`src/rtl/dmem_pkg.sv`:
```
// dmem_pkg: shared definitions for the MEM-stage data-memory access controller.
// Holds the load/store func3 encodings, FSM state encodings and the
// access-size / misalignment helpers used by the lane formatter.
package dmem_pkg;

    // func3 encodings of the pipeline load/store instructions
    localparam logic [2:0] F3_B  = 3'b000;
    localparam logic [2:0] F3_H  = 3'b001;
    localparam logic [2:0] F3_W  = 3'b010;
    localparam logic [2:0] F3_BU = 3'b100;
    localparam logic [2:0] F3_HU = 3'b101;

    // FSM state encodings (kept as plain constants for older tooling)
    localparam logic [1:0] ST_IDLE   = 2'd0;
    localparam logic [1:0] ST_ACCESS = 2'd1;
    localparam logic [1:0] ST_DONE   = 2'd2;

    typedef enum logic [1:0] {
        DM_IDLE   = ST_IDLE,
        DM_ACCESS = ST_ACCESS,
        DM_DONE   = ST_DONE
    } dmem_state_t;

    typedef enum logic [1:0] {
        SZ_BYTE = 2'd0,
        SZ_HALF = 2'd1,
        SZ_WORD = 2'd2
    } dmem_size_t;

    // Access size from func3; the undefined codes behave as a word access.
    function automatic dmem_size_t dmem_size(input logic [2:0] f3);
        dmem_size_t sz;
        case (f3)
            F3_B, F3_BU: sz = SZ_BYTE;
            F3_H, F3_HU: sz = SZ_HALF;
            default:     sz = SZ_WORD;
        endcase
        return sz;
    endfunction

    // True when the low address bits are not a multiple of the access size.
    function automatic logic dmem_misaligned(input logic [2:0] f3, input logic [1:0] a_lo);
        logic mis;
        case (dmem_size(f3))
            SZ_HALF: mis = a_lo[0];
            SZ_WORD: mis = (a_lo != 2'b00);
            default: mis = 1'b0;
        endcase
        return mis;
    endfunction

endpackage

```
`src/rtl/dmem_lane_fmt.sv`:
```
// dmem_lane_fmt: combinational byte-lane formatter.
// Store side: byte enables and lane-replicated write data.
// Load side: extracts the addressed byte/half and sign/zero-extends it.
// With DMEM_MISALIGN_TRAP_EN defined it also flags misaligned accesses;
// otherwise low address bits below the access size are simply ignored.
module dmem_lane_fmt
    import dmem_pkg::*;
#(
    parameter int DATA_W = 32
) (
    input  logic              i_we,
    input  logic [2:0]        i_func3,
    input  logic [1:0]        i_addr_lo,
    input  logic [DATA_W-1:0] i_wdata,
    input  logic [DATA_W-1:0] i_rdata,
    output logic [3:0]        o_be,
    output logic [DATA_W-1:0] o_wdata,
`ifdef DMEM_MISALIGN_TRAP_EN
    output logic              o_misaligned,
`endif
    output logic [DATA_W-1:0] o_rdata
);

    dmem_size_t w_size;
    logic       w_unsigned;
    logic [7:0]  w_byte;
    logic [15:0] w_half;

    assign w_size     = dmem_size(i_func3);
    assign w_unsigned = i_func3[2];

`ifdef DMEM_MISALIGN_TRAP_EN
    assign o_misaligned = dmem_misaligned(i_func3, i_addr_lo);
`endif

    // store byte enables and replicated write lanes; loads enable all four bytes
    always_comb begin
        o_be    = 4'b1111;
        o_wdata = i_wdata;
        if (i_we) begin
            case (w_size)
                SZ_BYTE: begin
                    o_be    = 4'b0001 << i_addr_lo;
                    o_wdata = {4{i_wdata[7:0]}};
                end
                SZ_HALF: begin
                    o_be    = i_addr_lo[1] ? 4'b1100 : 4'b0011;
                    o_wdata = {2{i_wdata[15:0]}};
                end
                default: begin
                    o_be    = 4'b1111;
                    o_wdata = i_wdata;
                end
            endcase
        end else begin
            o_be    = 4'b1111;
            o_wdata = i_wdata;
        end
    end

    // pick the addressed lane of the read word and extend it to 32 bits
    always_comb begin
        w_byte  = 8'h00;
        o_rdata = i_rdata;
        case (i_addr_lo)
            2'd0:    w_byte = i_rdata[7:0];
            2'd1:    w_byte = i_rdata[15:8];
            2'd2:    w_byte = i_rdata[23:16];
            2'd3:    w_byte = i_rdata[31:24];
            default: w_byte = 8'h00;
        endcase
        w_half = i_addr_lo[1] ? i_rdata[31:16] : i_rdata[15:0];
        case (w_size)
            SZ_BYTE: o_rdata = {{24{~w_unsigned & w_byte[7]}}, w_byte};
            SZ_HALF: o_rdata = {{16{~w_unsigned & w_half[15]}}, w_half};
            default: o_rdata = i_rdata;
        endcase
    end

endmodule

```
`src/rtl/dmem_access_ctrl.sv`:
```
// dmem_access_ctrl: MEM-stage controller between the EX/MEM register and a
// single-port, variable-latency data RAM. Each load/store becomes one
// word-addressed bus transaction; the pipeline is stalled until it completes
// and the formatted load value is presented with a one-cycle rd_valid pulse.
// Optional build macro: DMEM_MISALIGN_TRAP_EN (misaligned H/W accesses skip
// the bus and raise err instead of being forced aligned).
module dmem_access_ctrl
    import dmem_pkg::*;
#(
    parameter int DM_ADDRESS = 9,
    parameter int DATA_W     = 32,
    parameter int TIMEOUT    = 15
) (
    input  logic                  clk,
    input  logic                  reset,
    input  logic                  mem_read,
    input  logic                  mem_write,
    input  logic [DM_ADDRESS-1:0] addr,
    input  logic [DATA_W-1:0]     wr_data,
    input  logic [2:0]            func3,
    output logic [DATA_W-1:0]     rd_data,
    output logic                  rd_valid,
    output logic                  stall,
    output logic                  err,
    output logic                  bus_req,
    output logic                  bus_we,
    output logic [DM_ADDRESS-3:0] bus_addr,
    output logic [3:0]            bus_be,
    output logic [DATA_W-1:0]     bus_wdata,
    input  logic                  bus_ready,
    input  logic [DATA_W-1:0]     bus_rdata
);

    localparam int               TMR_W    = $clog2(TIMEOUT + 1);
    localparam logic [TMR_W-1:0] TMR_LAST = TMR_W'(TIMEOUT - 1);

    dmem_state_t           r_state;
    logic [DM_ADDRESS-1:0] r_addr;
    logic [DATA_W-1:0]     r_wdata;
    logic [2:0]            r_func3;
    logic                  r_we;
    logic [TMR_W-1:0]      r_timer;
    logic [DATA_W-1:0]     r_rd_data;
    logic                  r_rd_valid;
    logic                  r_err;

    logic                  w_idle;
    logic                  w_req;
    logic                  w_trap;
    logic                  w_fmt_we;
    logic [2:0]            w_fmt_func3;
    logic [1:0]            w_fmt_addr_lo;
    logic [DATA_W-1:0]     w_fmt_wdata_in;
    logic [3:0]            w_be;
    logic [DATA_W-1:0]     w_wdata_rep;
    logic [DATA_W-1:0]     w_load_data;

    assign w_idle = (r_state == DM_IDLE);
    assign w_req  = mem_read | mem_write;

    // In IDLE the formatter looks at the incoming request (for the misalign
    // check); once a transaction is running it only sees the latched copy.
    assign w_fmt_we       = w_idle ? mem_write   : r_we;
    assign w_fmt_func3    = w_idle ? func3       : r_func3;
    assign w_fmt_addr_lo  = w_idle ? addr[1:0]   : r_addr[1:0];
    assign w_fmt_wdata_in = w_idle ? wr_data     : r_wdata;

    dmem_lane_fmt #(
        .DATA_W       (DATA_W)
    ) u_lane_fmt (
        .i_we         (w_fmt_we),
        .i_func3      (w_fmt_func3),
        .i_addr_lo    (w_fmt_addr_lo),
        .i_wdata      (w_fmt_wdata_in),
        .i_rdata      (bus_rdata),
        .o_be         (w_be),
        .o_wdata      (w_wdata_rep),
`ifdef DMEM_MISALIGN_TRAP_EN
        .o_misaligned (w_trap),
`endif
        .o_rdata      (w_load_data)
    );

`ifndef DMEM_MISALIGN_TRAP_EN
    assign w_trap = 1'b0;
`endif

    // request capture, bus wait with timeout, and the one-cycle completion state
    always_ff @(posedge clk) begin
        if (reset) begin
            r_state    <= DM_IDLE;
            r_addr     <= '0;
            r_wdata    <= '0;
            r_func3    <= 3'b000;
            r_we       <= 1'b0;
            r_timer    <= '0;
            r_rd_data  <= '0;
            r_rd_valid <= 1'b0;
            r_err      <= 1'b0;
        end else begin
            case (r_state)
                DM_IDLE: begin
                    r_rd_valid <= 1'b0;
                    r_err      <= 1'b0;
                    if (w_req) begin
                        r_addr  <= addr;
                        r_wdata <= wr_data;
                        r_func3 <= func3;
                        r_we    <= mem_write;
                        r_timer <= '0;
                        if (w_trap) begin
                            // misaligned: skip the bus, report straight away
                            r_state    <= DM_DONE;
                            r_rd_data  <= '0;
                            r_err      <= 1'b1;
                            r_rd_valid <= ~mem_write;
                        end else begin
                            r_state <= DM_ACCESS;
                        end
                    end else begin
                        r_state <= DM_IDLE;
                    end
                end
                DM_ACCESS: begin
                    if (bus_ready) begin
                        r_state    <= DM_DONE;
                        r_rd_valid <= ~r_we;
                        if (!r_we) begin
                            r_rd_data <= w_load_data;
                        end else begin
                            r_rd_data <= r_rd_data;
                        end
                    end else if (r_timer == TMR_LAST) begin
                        // bus never answered: abandon the transaction
                        r_state    <= DM_DONE;
                        r_rd_data  <= '0;
                        r_err      <= 1'b1;
                        r_rd_valid <= ~r_we;
                    end else begin
                        r_timer <= r_timer + 1'b1;
                    end
                end
                DM_DONE: begin
                    // the held request is not re-accepted: always back to IDLE
                    r_state    <= DM_IDLE;
                    r_rd_valid <= 1'b0;
                    r_err      <= 1'b0;
                end
                default: begin
                    r_state    <= DM_IDLE;
                    r_rd_valid <= 1'b0;
                    r_err      <= 1'b0;
                end
            endcase
        end
    end

    // pipeline freeze: immediate on a new request, held for the whole bus wait
    always_comb begin
        stall = 1'b0;
        case (r_state)
            DM_IDLE:   stall = w_req;
            DM_ACCESS: stall = 1'b1;
            DM_DONE:   stall = 1'b0;
            default:   stall = 1'b0;
        endcase
    end

    assign bus_req   = (r_state == DM_ACCESS);
    assign bus_we    = bus_req & r_we;
    assign bus_addr  = bus_req ? r_addr[DM_ADDRESS-1:2] : '0;
    assign bus_be    = bus_req ? w_be : 4'b0000;
    assign bus_wdata = (bus_req & r_we) ? w_wdata_rep : '0;

    assign rd_data  = r_rd_data;
    assign rd_valid = r_rd_valid;
    assign err      = r_err;

endmodule
```
`config.mk`:
```
export PLATFORM = sky130hd
export DESIGN_NAME = dmem_access_ctrl
export DESIGN_NICKNAME = d
export VERILOG_FILES = /design/src/rtl/dmem_pkg.sv /design/src/rtl/dmem_lane_fmt.sv /design/src/rtl/dmem_access_ctrl.sv
export SDC_FILE = /design/constraint.sdc
export NUM_CORES = 1
export LEC_CHECK = 0
export ABC_CLOCK_PERIOD_IN_PS = 4460
export BUFFER_PORTS_ARGS = -buffer_cell sky130_fd_sc_hd__buf_4
export CORE_MARGIN = 1
export CORE_UTILIZATION = 40
export CTS_CLUSTER_DIAMETER = 50
export DETAILED_ROUTE_END_ITERATION = 8
export PLACE_DENSITY_LB_ADDON = 0.3
export SLEW_MARGIN = 15
export SYNTH_ARGS = -nofsm -noshare
export SYNTH_HDL_FRONTEND = slang
export SYNTH_SLANG_ARGS = --single-unit
export TNS_END_PERCENT = 10
```
`constraint.sdc`:
```
create_clock -name clk -period 4.46 [get_ports clk]
set_clock_uncertainty 0.1 [all_clocks]
set_input_delay 0.892 -clock clk [delete_from_list [all_inputs] [get_ports clk]]
set_output_delay 0.892 -clock clk [all_outputs]
set_load 0.02 [all_outputs]
```
==> impl_metrics.yaml <==
sta:
  slew_headroom_pct: 25.6
  finalSetupViolCount: 0
  final.min_clock_period_ns: 3.83
  worst_slew_pin_slew_ns: 1.11
  grt_setup_unrepaired: "no"
  whs_ns: 0.353
  max_freq_mhz: 261
  period_share_pct: 85.8
  worst_slack_ns: 0.633
  slew_violations: 0
  final_hold_viol_count: 0
  fin_setup_tns_ns: 0
logic_synthesis:
  syn_area_per_cell_sq_um: 7.39
  yosys_warnings: 0
  syn_nets: 684
  async_flop_share_pct: 0
  syn_area_sq_um: 4440
  yosysMostFrequentCell: "nand2_1"
  postSynthCellCount: 601
  synthFlopType: "dfxtp_1"
  synth_seq_cells: 85
  synth_area_leaders: "dfxtp_1, nand2_1, a21oi_1, a22oi_1, nor2_1"
  synth-seq-area-share_pct: 38.3
  synth_top_area_share_pct: 38.3
  synthTopCellsByCount: "nand2_1, dfxtp_1, a21oi_1, nor2_1, clkbuf_1"
  synth_edf_count: 0
  yosysUniqueCellTypes: 51
  synth_area_leader_cell: "dfxtp_1"
power_and_ir_drop:
  p_total_mw: 1.91
  powerDensity_nw_per_um2: 324
  irDropWorstVdd_uv: 186
  p_leak_nw: 2.50
floorplanning:
  die_y_um: 107
  coreArea_sq_um: 10800
  die_w_um: 107
  io_pins: 161
  row_count: 38
  die-area_sq_um: 11500
  initial_core_util_pct: 41.0
route:
  wl_um: 14100
  drcViolationCount: 0
  first_pass_iters: 6
  viasPerCell: 5.59
  antenna_left: 0
  wl_per_cell_um: 16.0
  first_iter_violations: 439
  vias: 4915
placement:
  placed_cells: 864
  place_area_sq_um: 5690
  gp_congestion: 0.887
  dp_slack_ns: 0.930
  dpl.hpwl_um: 10300
  portBuffers: 160
critical_path:
  worstRegToRegCells: 6
  slowest_delay_ns: 0.67
  worstPathRequired_ns: 3.47
  timing.rr.start: "r_state[0]$_SDFFE_PP0P_"
  path_class: "reg2out"
  cp_slowest_cell: "nor3_1"
  cp_max_fo: 25
  r2r_slack_ns: 1.52
  reg2reg_to: "rd_data[26]$_SDFFE_PP0P_"
  crit_chain: "nor2_4, mux2i_1, nor3_1, a221oi_1, nor2_1, buf_4"
  cp.arrival_ns: 2.84
  start_kind: "register"
  crit_path_end_kind: "primary output"
clock_tree:
  cts-root-buf: "clkbuf_8"
  path_clk_slew_ns: 0.09
  post-cts-setup-buffers: 0
  cts_buffers: 9
  clockBufferDepth: 2
  cts_tree: "done"
  hold_buffers: 0
  htreeDepth: 3
  clock-sinks: 85
  cts_resized: 0
  clkLatencyLatePin_ns: 0.35
global_routing:
  antenna_found_initial: 0
  grt_max_degree: 80
  grt_use_total_pct: 24.0
  grt_pass1_wl_um: 22000
  grt_pass1_vias: 4481
  overflow: 0
job:
  maxCapViolations: 0
worst_hold_path:
  holdCritPathClass: "reg2reg"
  worst_hold_path.num_cells: 2
  hold_start: "r_addr[8]$_SDFFE_PP0P_"
  min_to: "r_addr[8]$_SDFFE_PP0P_"
cells_and_area:
  final_util_pct: 54.3
  layout.nets: 818
  syn_to_final_growth_pct: 32.5
  design_area_sq_um: 5890
  fin_cells: 880
  fillers: 1048
  layout-drive-gt1-share_pct: 28.1
  diodes: 0
status:
  outcome: "complete, no violations"
[cell type report]
cell class	count	area [sq um]	share of cell area, %
clock buffers	11	141	2.40
repair buffers	167	1250	21.3
well taps	140	175	2.97
flip-flops and latches	85	1700	28.9
multi-input cells	464	2530	42.9
clock inverters	5	60.1	1.02
inverters	8	30.0	0.510
[power breakdown]
part / internal (mW) / switching, mW / leakage, nW
logic: 0.195 / 0.315 / 1.70
clock network: 0.276 / 0.285 / 0.0995
registers: 0.807 / 0.0333 / 0.695
total: 1.28 / 0.633 / 2.50
[how the worst max path moves through the flow]
stage          slack [ns]            end  cells past startpoint                    start
6_report             0.63  bus_wdata[30]                      6  r_state[0]$_SDFFE_PP0P_
5_1_grt              0.45  bus_wdata[30]                      6  r_state[0]$_SDFFE_PP0P_
4_1_cts              0.63  bus_wdata[30]                      6  r_state[0]$_SDFFE_PP0P_
3_5_place_dp         0.93  bus_wdata[30]                      7                 func3[1]
3_3_place_gp         0.93  bus_wdata[30]                      7                 func3[1]
2_1_floorplan        1.27  bus_wdata[10]                      5                 func3[0]
[registers in the layout, indices dropped and copies added, names as in the netlist]
signal and count:
r_state 2, err 1, rd_valid 1, r_wdata 32
r_func3 3, r_timer 4, r_we 1, r_addr 9
rd_data 32
[worst max-delay path: cells and delay by family (launching register included)]
family / cells / cell delay (ns)
AOI/OAI and AO/OA: 1 / 0.17
buffers and inverters: 1 / 0.15
DFF: 1 / 0.42
muxes: 1 / 0.34
and+or+nand+nor: 3 / 1.39
[cell families (layout without fill, tap and decap cells)]
family,Yosys count,in the layout,synth area share [%]
muxes,13,13,3.27
AOI/OAI and AO/OA,182,182,27.1
xor gates and xnor gates,2,2,0.394
adders and majority gates,2,2,0.563
and+or+nand+nor,265,265,25.0
buffers and inverters,52,191,5.35
DFF,85,85,38.3
[layout by cell type (no fill, tap or decap), drive strengths merged, types with 13 or more instances in the layout]
cell type | netlist | final
buf | 15 | 167
nor2 | 35 | 35
o21ai | 23 | 23
a22oi | 17 | 17
dfxtp | 85 | 85
a21oi | 82 | 82
and2 | 13 | 13
nand2 | 180 | 180
a221oi | 13 | 13
a31oi | 16 | 16
[metal layers]
layer  GRT usage (%)  up-vias  part of all wire [%]
met5               0        -                     0
met4            8.71        0                   2.5
met3            5.63       33                   8.6
met2            40.0      227                    47
met1            30.1     2290                    42
li1                -     2365                     -
No activity file was read; power rests on OpenSTA's default activity.
